## config.mk

```make
export PLATFORM = sky130hd
export DESIGN_NAME = bcd_table_sequencer
export DESIGN_NICKNAME = d
export VERILOG_FILES = /design/src/rtl/bcd_table_sequencer.sv
export SDC_FILE = /design/constraint.sdc
export NUM_CORES = 1
export LEC_CHECK = 0
export BUFFER_PORTS_ARGS = -buffer_cell sky130_fd_sc_hd__buf_2
export CORE_ASPECT_RATIO = 2
export CORE_MARGIN = 5
export CORE_UTILIZATION = 30
export CTS_BUF_LIST = sky130_fd_sc_hd__clkbuf_4 sky130_fd_sc_hd__clkbuf_8
export DETAILED_ROUTE_END_ITERATION = 8
export GPL_TIMING_DRIVEN = 0
export PLACE_DENSITY = 0.49
export SYNTH_ARGS = -nofsm -noshare
export SYNTH_HDL_FRONTEND = slang
export SYNTH_SLANG_ARGS = --single-unit
```

## constraint.sdc

```tcl
create_clock -name clock -period 3.3 [get_ports clock]
set_clock_uncertainty 0.15 [all_clocks]
set_input_delay 0.33 -clock clock [delete_from_list [all_inputs] [get_ports clock]]
set_output_delay 0.33 -clock clock [all_outputs]
set_load 0.02 [all_outputs]
```

## src/rtl/bcd_table_sequencer.sv

```systemverilog
// Plays (value, duration) entries stored as BCD digits in an external nibble-wide EPROM.
// Digits are fetched one per read, converted to binary, and VALUE is held on out for DURATION clocks.
module bcd_table_sequencer #(
    parameter int            AW     = 8,
    parameter int            DIGITS = 2,
    parameter int            OW     = 7,
    parameter int            WS     = 0,
    parameter logic [AW-1:0] BASE   = '0
) (
    input  logic          clock,
    input  logic          reset,
    input  logic          start,
    input  logic          stop,
    input  logic          loop_mode,
    input  logic [3:0]    data,
    output logic [AW-1:0] addr,
    output logic          mr_,
    output logic          s_,
    output logic [OW-1:0] out,
    output logic          busy,
    output logic          done,
    output logic          err,
    output logic [1:0]    dbg_state
);

    localparam int ND = 2 * DIGITS;
    localparam int IW = $clog2(ND);
    localparam int WW = (WS > 0) ? $clog2(WS + 1) : 1;

    typedef enum logic [1:0] {IDLE, FETCH, CHECK, PLAY} state_t;

    state_t        state, state_nx;
    logic [3:0]    dig [ND];
    logic [IW-1:0] idx;
    logic [WW-1:0] wcnt;
    logic [OW-1:0] cnt;
    logic          loop_r;

    logic          sample, run_start, play_load, err_set, rewind, done_nx;
    logic          bad;
    int            val_acc, dur_acc, scale;
    logic [OW-1:0] value_bin, dur_bin;

    // Digits are stored least significant first: VALUE in [0..DIGITS-1], DURATION above it.
    always_comb begin
        val_acc = 0;
        dur_acc = 0;
        scale   = 1;
        bad     = 1'b0;
        for (int i = 0; i < DIGITS; i++) begin
            val_acc = val_acc + int'(dig[i]) * scale;
            dur_acc = dur_acc + int'(dig[DIGITS+i]) * scale;
            scale   = scale * 10;
        end
        for (int i = 0; i < ND; i++) begin
            if (dig[i] > 4'd9) bad = 1'b1;
        end
        value_bin = OW'(val_acc);
        dur_bin   = OW'(dur_acc);
    end

    always_comb begin
        state_nx  = state;
        sample    = 1'b0;
        run_start = 1'b0;
        play_load = 1'b0;
        err_set   = 1'b0;
        rewind    = 1'b0;
        done_nx   = 1'b0;
        case (state)
            IDLE: begin
                if (start && !stop) begin
                    run_start = 1'b1;
                    state_nx  = FETCH;
                end
            end
            FETCH: begin
                if (stop) begin
                    state_nx = IDLE;
                end else if (wcnt == WW'(WS)) begin
                    sample = 1'b1;
                    if (idx == IW'(ND - 1)) state_nx = CHECK;
                end
            end
            CHECK: begin
                if (stop) begin
                    state_nx = IDLE;
                end else if (bad) begin
                    err_set  = 1'b1;
                    state_nx = FETCH;
                end else if (dur_bin == '0) begin
                    if (loop_r) begin
                        rewind   = 1'b1;
                        state_nx = FETCH;
                    end else begin
                        done_nx  = 1'b1;
                        state_nx = IDLE;
                    end
                end else begin
                    play_load = 1'b1;
                    state_nx  = PLAY;
                end
            end
            PLAY: begin
                if (stop) state_nx = IDLE;
                else if (cnt == OW'(1)) state_nx = FETCH;
            end
            default: state_nx = IDLE;
        endcase
    end

    always_ff @(posedge clock or posedge reset) begin
        if (reset) begin
            state  <= IDLE;
            addr   <= BASE;
            out    <= '0;
            done   <= 1'b0;
            err    <= 1'b0;
            loop_r <= 1'b0;
            idx    <= '0;
            wcnt   <= '0;
            cnt    <= '0;
            for (int i = 0; i < ND; i++) dig[i] <= '0;
        end else begin
            state <= state_nx;
            done  <= done_nx;
            if (run_start) begin
                loop_r <= loop_mode;
                err    <= 1'b0;
                addr   <= BASE;
                idx    <= '0;
                wcnt   <= '0;
            end
            if (state == FETCH && !stop && !sample) wcnt <= wcnt + WW'(1);
            if (sample) begin
                dig[idx] <= data;
                addr     <= addr + AW'(1);
                idx      <= (idx == IW'(ND - 1)) ? '0 : idx + IW'(1);
                wcnt     <= '0;
            end
            if (err_set) err <= 1'b1;
            if (rewind) addr <= BASE;
            if (play_load) begin
                out <= value_bin;
                cnt <= dur_bin;
            end
            if (state == PLAY) cnt <= cnt - OW'(1);
        end
    end

    assign mr_       = (state != FETCH);
    assign s_        = (state != FETCH);
    assign busy      = (state != IDLE);
    assign dbg_state = state;

endmodule

```

==> key figures, run 1 <==
Yosys
  – Post-Syn Nets: 298
  – Cells after Synth: roughly 270
  – Most instantiated cells after synthesis: dfrtp_1 (46), mux2_2 (21), nand2_1 (21)
  – Cell with the most instances after synthesis: dfrtp_1
  – Synth area leader: dfrtp_1
  – Netlist cell types: 47
  – Top FF cell, synth: dfrtp_1
  – Post-synth ARST share: 100%
  – Post-synth EDFFs: 0
  – Mean Syn Cell Area: 10.5 um^2
  – Mapped Area: 2790 um^2
  – Synth area leaders: dfrtp_1 (41%), ha_1 (9.0%), mux2_2 (8.5%)
  – Post-synthesis sequential area ratio: 41.3%
  – Yosys warnings: 0
  – Synth Register Bits: between 40 and 50
  – Post-synth top area share: a little over 40%

Setup path
  – Crit path DAT: between 3 and 4 ns
  – Reg-to-reg endpoint: out[4]
  – Critical Path Fanout Max: 8
  – Crit path capture type: register
  – Max incr delay on CP: roughly 0.54 ns
  – Critical Path Start Type: register
  – Critical-path cell list: ha_1, ha_1, inv_1, fa_1, nor2b_1, a32oi_1, a211oi_4, buf_6, nor2_4, mux2_4
  – CP Class: register to register
  – Worst path slowest cell: fa_1
  – Worst R2R Path Depth: 10
  – Critical R2R Launch: dig[3]
  – Crit path top cell by count: ha_1
  – R2R Setup Slk: ~0.14 ns
  – CP required: roughly 3.3 ns

Clock network
  – CTS clk-pin slew, worst paths: around 0.090 ns
  – H-tree levels: 2
  – CTS Buf Count: 5
  – CTS tree: built
  – Clock root cell: clkbuf_8
  – # clock sinks: 46
  – CTS Buffer Depth: 2
  – Worst skew pair latency: 0.31 ns

Cells and area
  – Inserted Diodes: 0
  – Final core area utilization: 35.5%
  – Filler instances: ~940
  – Area Overhead vs Synth: 15.7%
  – Post-layout nets: 339
  – Layout cells sized above 1: approximately a quarter

GRT
  – Vias in the first global route: about 2100
  – Largest net degree at the start of global routing: 29
  – Total GRT Usage: between 10 and 15%
  – Gr ovfl total: 0
  – Initial antenna violation count: 0
  – First-pass GRT wire length: ~11000 um

Pwr
  – Leakage: approximately 1.5 nW
  – Worst vdd ir: ~0.41 mV
  – PD cells: between 800 and 900 nW/um^2
  – Design Power: 2.90 mW

STA
  – Final Cycle Share: 95.7%
  – Number of hold violations in the final report: 0
  – Post-layout min period: 3.16 ns
  – Worst-Margin Slew: roughly 0.81 ns
  – RSZ-0062 raised after global routing: no
  – Max Clock Freq: around 320 MHz
  – Setup violations, final: 0
  – Min setup slack post-route: about 0.14 ns
  – Slew Limit Headroom: a little under half
  – Slew Limit Fails: 0

Drt
  – DR pass1 iterations: 5
  – WL/cell: between 15 and 20 um
  – DRC: 0
  – DRT antenna net count: 0
  – Starting DRT DRC Count: 73
  – DR vias: between 2000 and 2500
  – Via/cell ratio: 5.10
  – DRT Wirelength: ~6700 um

Floorplan
  – Starting Density: 30.7%
  – Die height: 146 um
  – Top Ports: 31
  – Row count: 49
  – DIE WIDTH: 78.2 um
  – Core Area: 9070 um^2
  – DIE AREA: approximately 11000 um^2

Run
  – Max Cap Viol: 0

Min path
  – Worst hold-check path type: primary input to register
  – Hold Crit Depth: 2
  – Sink of the worst hold path: loop_r
  – Hold path startpoint: loop_mode

Placed design
  – Place WS: -0.107 ns
  – Port Buffer Count: 29
  – Post-DP HPWL: 5170 um
  – GP Congestion: approximately 0.77

Status
  – Status: finished, final reports clean
-- worst max path at each step --
| stage | startpoint | depth (start not counted) | to |
|---|---|---|---|
| after global placement | dig[1] | 10 | cnt[6] |
| after floorplan | dig[1] | 10 | cnt[6] |
| after global routing | dig[3] | 10 | out[4] |
| after detailed placement | dig[1] | 10 | cnt[6] |
| final | dig[3] | 10 | out[4] |
| after CTS | dig[1] | 10 | out[4] |
-- worst max-delay path: cells and delay by family (launching register included) --
| kind | cells | cell delay, ns |
|---|---|---|
| buf+inv | 2 | 0.21 |
| mux | 1 | 0.34 |
| flops | 1 | 0.45 |
| fa+ha+maj | 3 | 0.97 |
| simple gates | 2 | 0.40 |
| compound gates | 2 | 0.52 |
-- metrics by stage --
| step | instance area (um^2) | setup TNS (ns) | hold WS [ns] | cells |
|---|---|---|---|---|
| after floorplan | 2790 | 0 | 0.290 | 265 |
| after global placement | 3060 | -0.579 | 0.336 | 396 |
| after detailed placement | 3080 | -0.599 | 0.222 | 397 |
| after CTS | 3220 | 0 | 0.0934 | 408 |
| after global routing | 3230 | 0 | 0.0955 | 409 |
| final | 3230 | 0 | 0.103 | 409 |
-- routing by layer --
metal  GRT usage [%]  routed length, um  vias up
met1            12.8               2490     1035
li1                -                  -     1017
met4            6.13                215        0
met3            1.85                117       10
met5               0                  0        -
met2            24.0               3880       25
-- layout make-up --
cell class | instances | area (um^2) | area share (%)
plain buffers | 9 | 48.8 | 1.51
multi-input cells | 197 | 1550 | 48.2
inverters | 13 | 48.8 | 1.51
well taps | 102 | 128 | 3.96
repair buffers | 34 | 198 | 6.13
clock buffers | 7 | 90.1 | 2.79
clock inverters | 1 | 5.00 | 0.155
flip-flops and latches | 46 | 1150 | 35.8
-- cells by family after synthesis --
| kind of cell | after synthesis | synth area share (%) |
|---|---|---|
| simple gates | 84 | 16.0 |
| compound gates | 49 | 11.3 |
| flops | 46 | 41.3 |
| mux | 26 | 11.2 |
| fa+ha+maj | 24 | 11.8 |
| buf+inv | 22 | 3.50 |
| xor+xnor | 14 | 4.89 |
-- flip-flops by register name (all words and copies together) (netlist names) --
register / cells
cnt: 7
wcnt: 1
loop_r: 1
err: 1
idx: 2
out: 7
done: 1
addr: 8
dbg_state: 2
dig: 16
-- cell usage in the layout (no fill, tap or decap), types with 2 or more instances in the layout --
cell | Yosys | routed
o22a_1 | 2 | 2
fa_1 | 4 | 4
nand4_1 | 2 | 2
a22o_1 | 2 | 2
a211oi_1 | 2 | 2
nand2_1 | 21 | 21
a22oi_1 | 2 | 2
nand3_1 | 13 | 13
and2_1 | 2 | 2
o21ai_0 | 13 | 13
clkbuf_8 | 0 | 6
o31ai_1 | 2 | 2
nor2_1 | 17 | 17
ha_1 | 20 | 20
nor2b_1 | 3 | 3
buf_2 | 3 | 32
xor2_1 | 3 | 3
clkbuf_1 | 4 | 4
nor3b_1 | 2 | 2
dfrtp_2 | 0 | 2
o211a_1 | 2 | 2
nand2b_1 | 6 | 5
nor3_1 | 4 | 4
xnor2_1 | 10 | 10
mux2_4 | 5 | 5
a21o_1 | 3 | 3
inv_1 | 13 | 12
nand3b_1 | 2 | 2
dfrtp_1 | 46 | 44
buf_4 | 1 | 4
and3_1 | 3 | 3
mux2_2 | 21 | 21
a21oi_1 | 16 | 16
-- power breakdown --
part | internal (mW) | switching [mW] | leakage, nW
Combinational | 0.719 | 0.805 | 0.892
Clock | 0.178 | 0.207 | 0.0517
Sequential | 0.774 | 0.219 | 0.580
-- repair_timing --
action | CTS | global route
setup buffers | 2 | 1
gates resized for setup | 4 | 1
gates cloned | 0 | 0
hold buffers | 1 | 0
pin swaps | 2 | 3
setup endpoints to repair | 7 | 21
hold endpoints to repair | 18 | 0
(Power assumes the default switching activity.)
==> run 2, diff against run 1 <==
- CORE_UTILIZATION: 30 -> 35
- CTS_CLUSTER_DIAMETER: unset -> 100
- PLACE_DENSITY: 0.49 -> 0.55
==> key figures, run 2 (synthesis gave the netlist of run 1 again) <==
Status
  – Status: finished, final reports clean (unchanged)

Cells and area
  – Largest register FFs: 16 (unchanged)
  – Top reg by flops: dig (unchanged)
  – Fin area: 3190 um^2 (was 3230 um^2)
  – Largest regs: dig (16), addr (8) (unchanged)
  – Non-Filler Instances: 401 (was 409)
  – Layout cells sized above 1: 25.2% (was 26.1%)
  – Area Overhead vs Synth: 14.3% (was 15.7%)
  – Most frequent cells in the layout: dfrtp_1 (45), buf_2 (32), nand2_1 (21), mux2_2 (21), ha_1 (20) (was dfrtp_1 (44), buf_2 (32), nand2_1 (21), mux2_2 (21), ha_1 (20))
  – Inserted Diodes: 0 (unchanged)
  – Post-layout nets: 338 (was 339)
  – Most common cell after layout, fill and taps aside: dfrtp_1 (unchanged)
  – Final core area utilization: 40.4% (was 35.5%)

Clock network
  – Worst skew pair latency: 0.30 ns (was 0.31 ns)
  – CTS tree: built (unchanged)
  – H-tree levels: 2 (unchanged)
  – CTS Buf Count: 5 (unchanged)
  – CTS clk-pin slew, worst paths: 0.08 ns (was 0.09 ns)
  – Clock root cell: clkbuf_8 (unchanged)
  – # clock sinks: 46 (unchanged)
  – CTS Buffer Depth: 2 (unchanged)

STA
  – Slew Limit Fails: 0 (unchanged)
  – Final Cycle Share: 93.4% (was 95.7%)
  – Number of hold violations in the final report: 0 (unchanged)
  – Worst-Margin Slew: 0.806 ns (was 0.814 ns)
  – Setup violations, final: 0 (unchanged)
  – Post-layout min period: 3.08 ns (was 3.16 ns)
  – Hold WS: 0.111 ns (was 0.103 ns)
  – Setup total negative slack: 0 ns (unchanged)
  – Max Clock Freq: 325 MHz (was 317 MHz)
  – Slew Limit Headroom: 45.9% (was 45.3%)
  – Min setup slack post-route: 0.219 ns (was 0.142 ns)
  – RSZ-0062 raised after global routing: no (unchanged)

Setup path
  – CP required: 3.34 ns (about the same)
  – Critical Path Fanout Max: 8 (unchanged)
  – Crit path DAT: 3.12 ns (was 3.20 ns)
  – CP Class: register to register (unchanged)
  – Critical Path Start Type: register (unchanged)
  – Crit path capture type: register (unchanged)

GRT
  – Total GRT Usage: 13.8% (was 12.5%)
  – Initial antenna violation count: 0 (unchanged)
  – Vias in the first global route: 2180 (was 2133)
  – First-pass GRT wire length: 10600 um (was 11100 um)
  – Gr ovfl total: 0 (unchanged)
  – Largest net degree at the start of global routing: 41 (was 29)

Min path
  – Worst hold-check path type: primary input to register (unchanged)

Placed design
  – Post-DP HPWL: 4990 um (was 5170 um)
  – GP Congestion: 0.775 (was 0.774)
  – Placed cell areas: 3070 um^2 (was 3080 um^2)
  – Place WS: -0.0884 ns (was -0.107 ns)
  – Port Buffer Count: 29 (unchanged)
  – Post-Place Cells: 391 (was 397)

Floorplan
  – Row count: 46 (was 49)
  – DIE AREA: 9960 um^2 (was 11400 um^2)
  – Top Ports: 31 (unchanged)
  – Die height: 136 um (was 146 um)
  – Core Area: 7890 um^2 (was 9070 um^2)
  – DIE WIDTH: 73.1 um (was 78.2 um)
  – Starting Density: 35.4% (was 30.7%)

Drt
  – WL/cell: 15.7 um (was 16.4 um)
  – DRT Wirelength: 6280 um (was 6710 um)
  – DR pass1 iterations: 4 (was 5)
  – DRC: 0 (unchanged)
  – DRT antenna net count: 0 (unchanged)
  – Via/cell ratio: 5.21 (was 5.10)
  – DR vias: 2091 (was 2087)
  – Starting DRT DRC Count: 81 (was 73)

Pwr
  – PD cells: 881 nW/um^2 (was 900 nW/um^2)
  – Leakage: 1.51 nW (was 1.52 nW)
  – Design Power: 2.81 mW (was 2.90 mW)
  – Worst vdd ir: 0.459 mV (was 0.408 mV)

Run
  – Max Cap Viol: 0 (unchanged)
## run 2: changes by cell type in the layout (fill, tap and decap cells not counted), sizes merged
cell / change
clkbuf: -2
buf: -1
clkinv: +1
## run 2: worst paths after layout
kind                           end  slack, ns  cells past startpoint      start
setup / recovery            cnt[6]       0.22                     10     dig[1]
hold / removal              loop_r       0.11                      2  loop_mode
setup reg to reg            cnt[6]       0.22                     10     dig[1]
hold reg to reg             out[0]       0.36                      1     out[0]
max in group asynchronous   dig[1]       2.20                      4      reset
min in group asynchronous  addr[3]       0.32                      3      reset
## run 2: what timing repair did
action	in CTS	in global routing
hold buffers	1	0
resized for setup	2	0
endpoints found under the hold margin	6	0
endpoints found under the setup margin	7	0
buffers inserted	2	0
## run 2: where the power goes
group	internal (mW)	total, mW	switching (mW)	leakage [nW]
Combinational	0.708	1.48	0.772	0.886
Sequential	0.773	0.992	0.218	0.581
Clock	0.143	0.336	0.193	0.0438
Total	1.62	2.81	1.18	1.51
## run 2: per-layer routing
layer	wire length [um]	global-route usage, %	up-vias
met5	0	0	-
met3	153	2.07	11
met4	201	6.98	0
li1	-	-	1018
met1	2260	14.6	1032
met2	3670	25.5	30
## run 2: worst max-delay path, cell delays in order (launching register included)
cell,delay (ns)
dfrtp_2,0.45
ha_1,0.31
ha_1,0.19
inv_1,0.06
fa_1,0.46
xnor3_1,0.25
o211ai_1,0.13
a211oi_2,0.38
buf_6,0.18
nor2_4,0.07
a221o_1,0.34
## run 2: area by class of cell
class / instances / area [um^2]
fillers: 778 / 4700
flip-flops and latches: 46 / 1150
multi-input cells: 197 / 1550
well taps: 96 / 120
inverters: 13 / 48.8
clock inverters: 2 / 10.0
repair buffers: 33 / 190
plain buffers: 9 / 48.8
clock buffers: 5 / 68.8
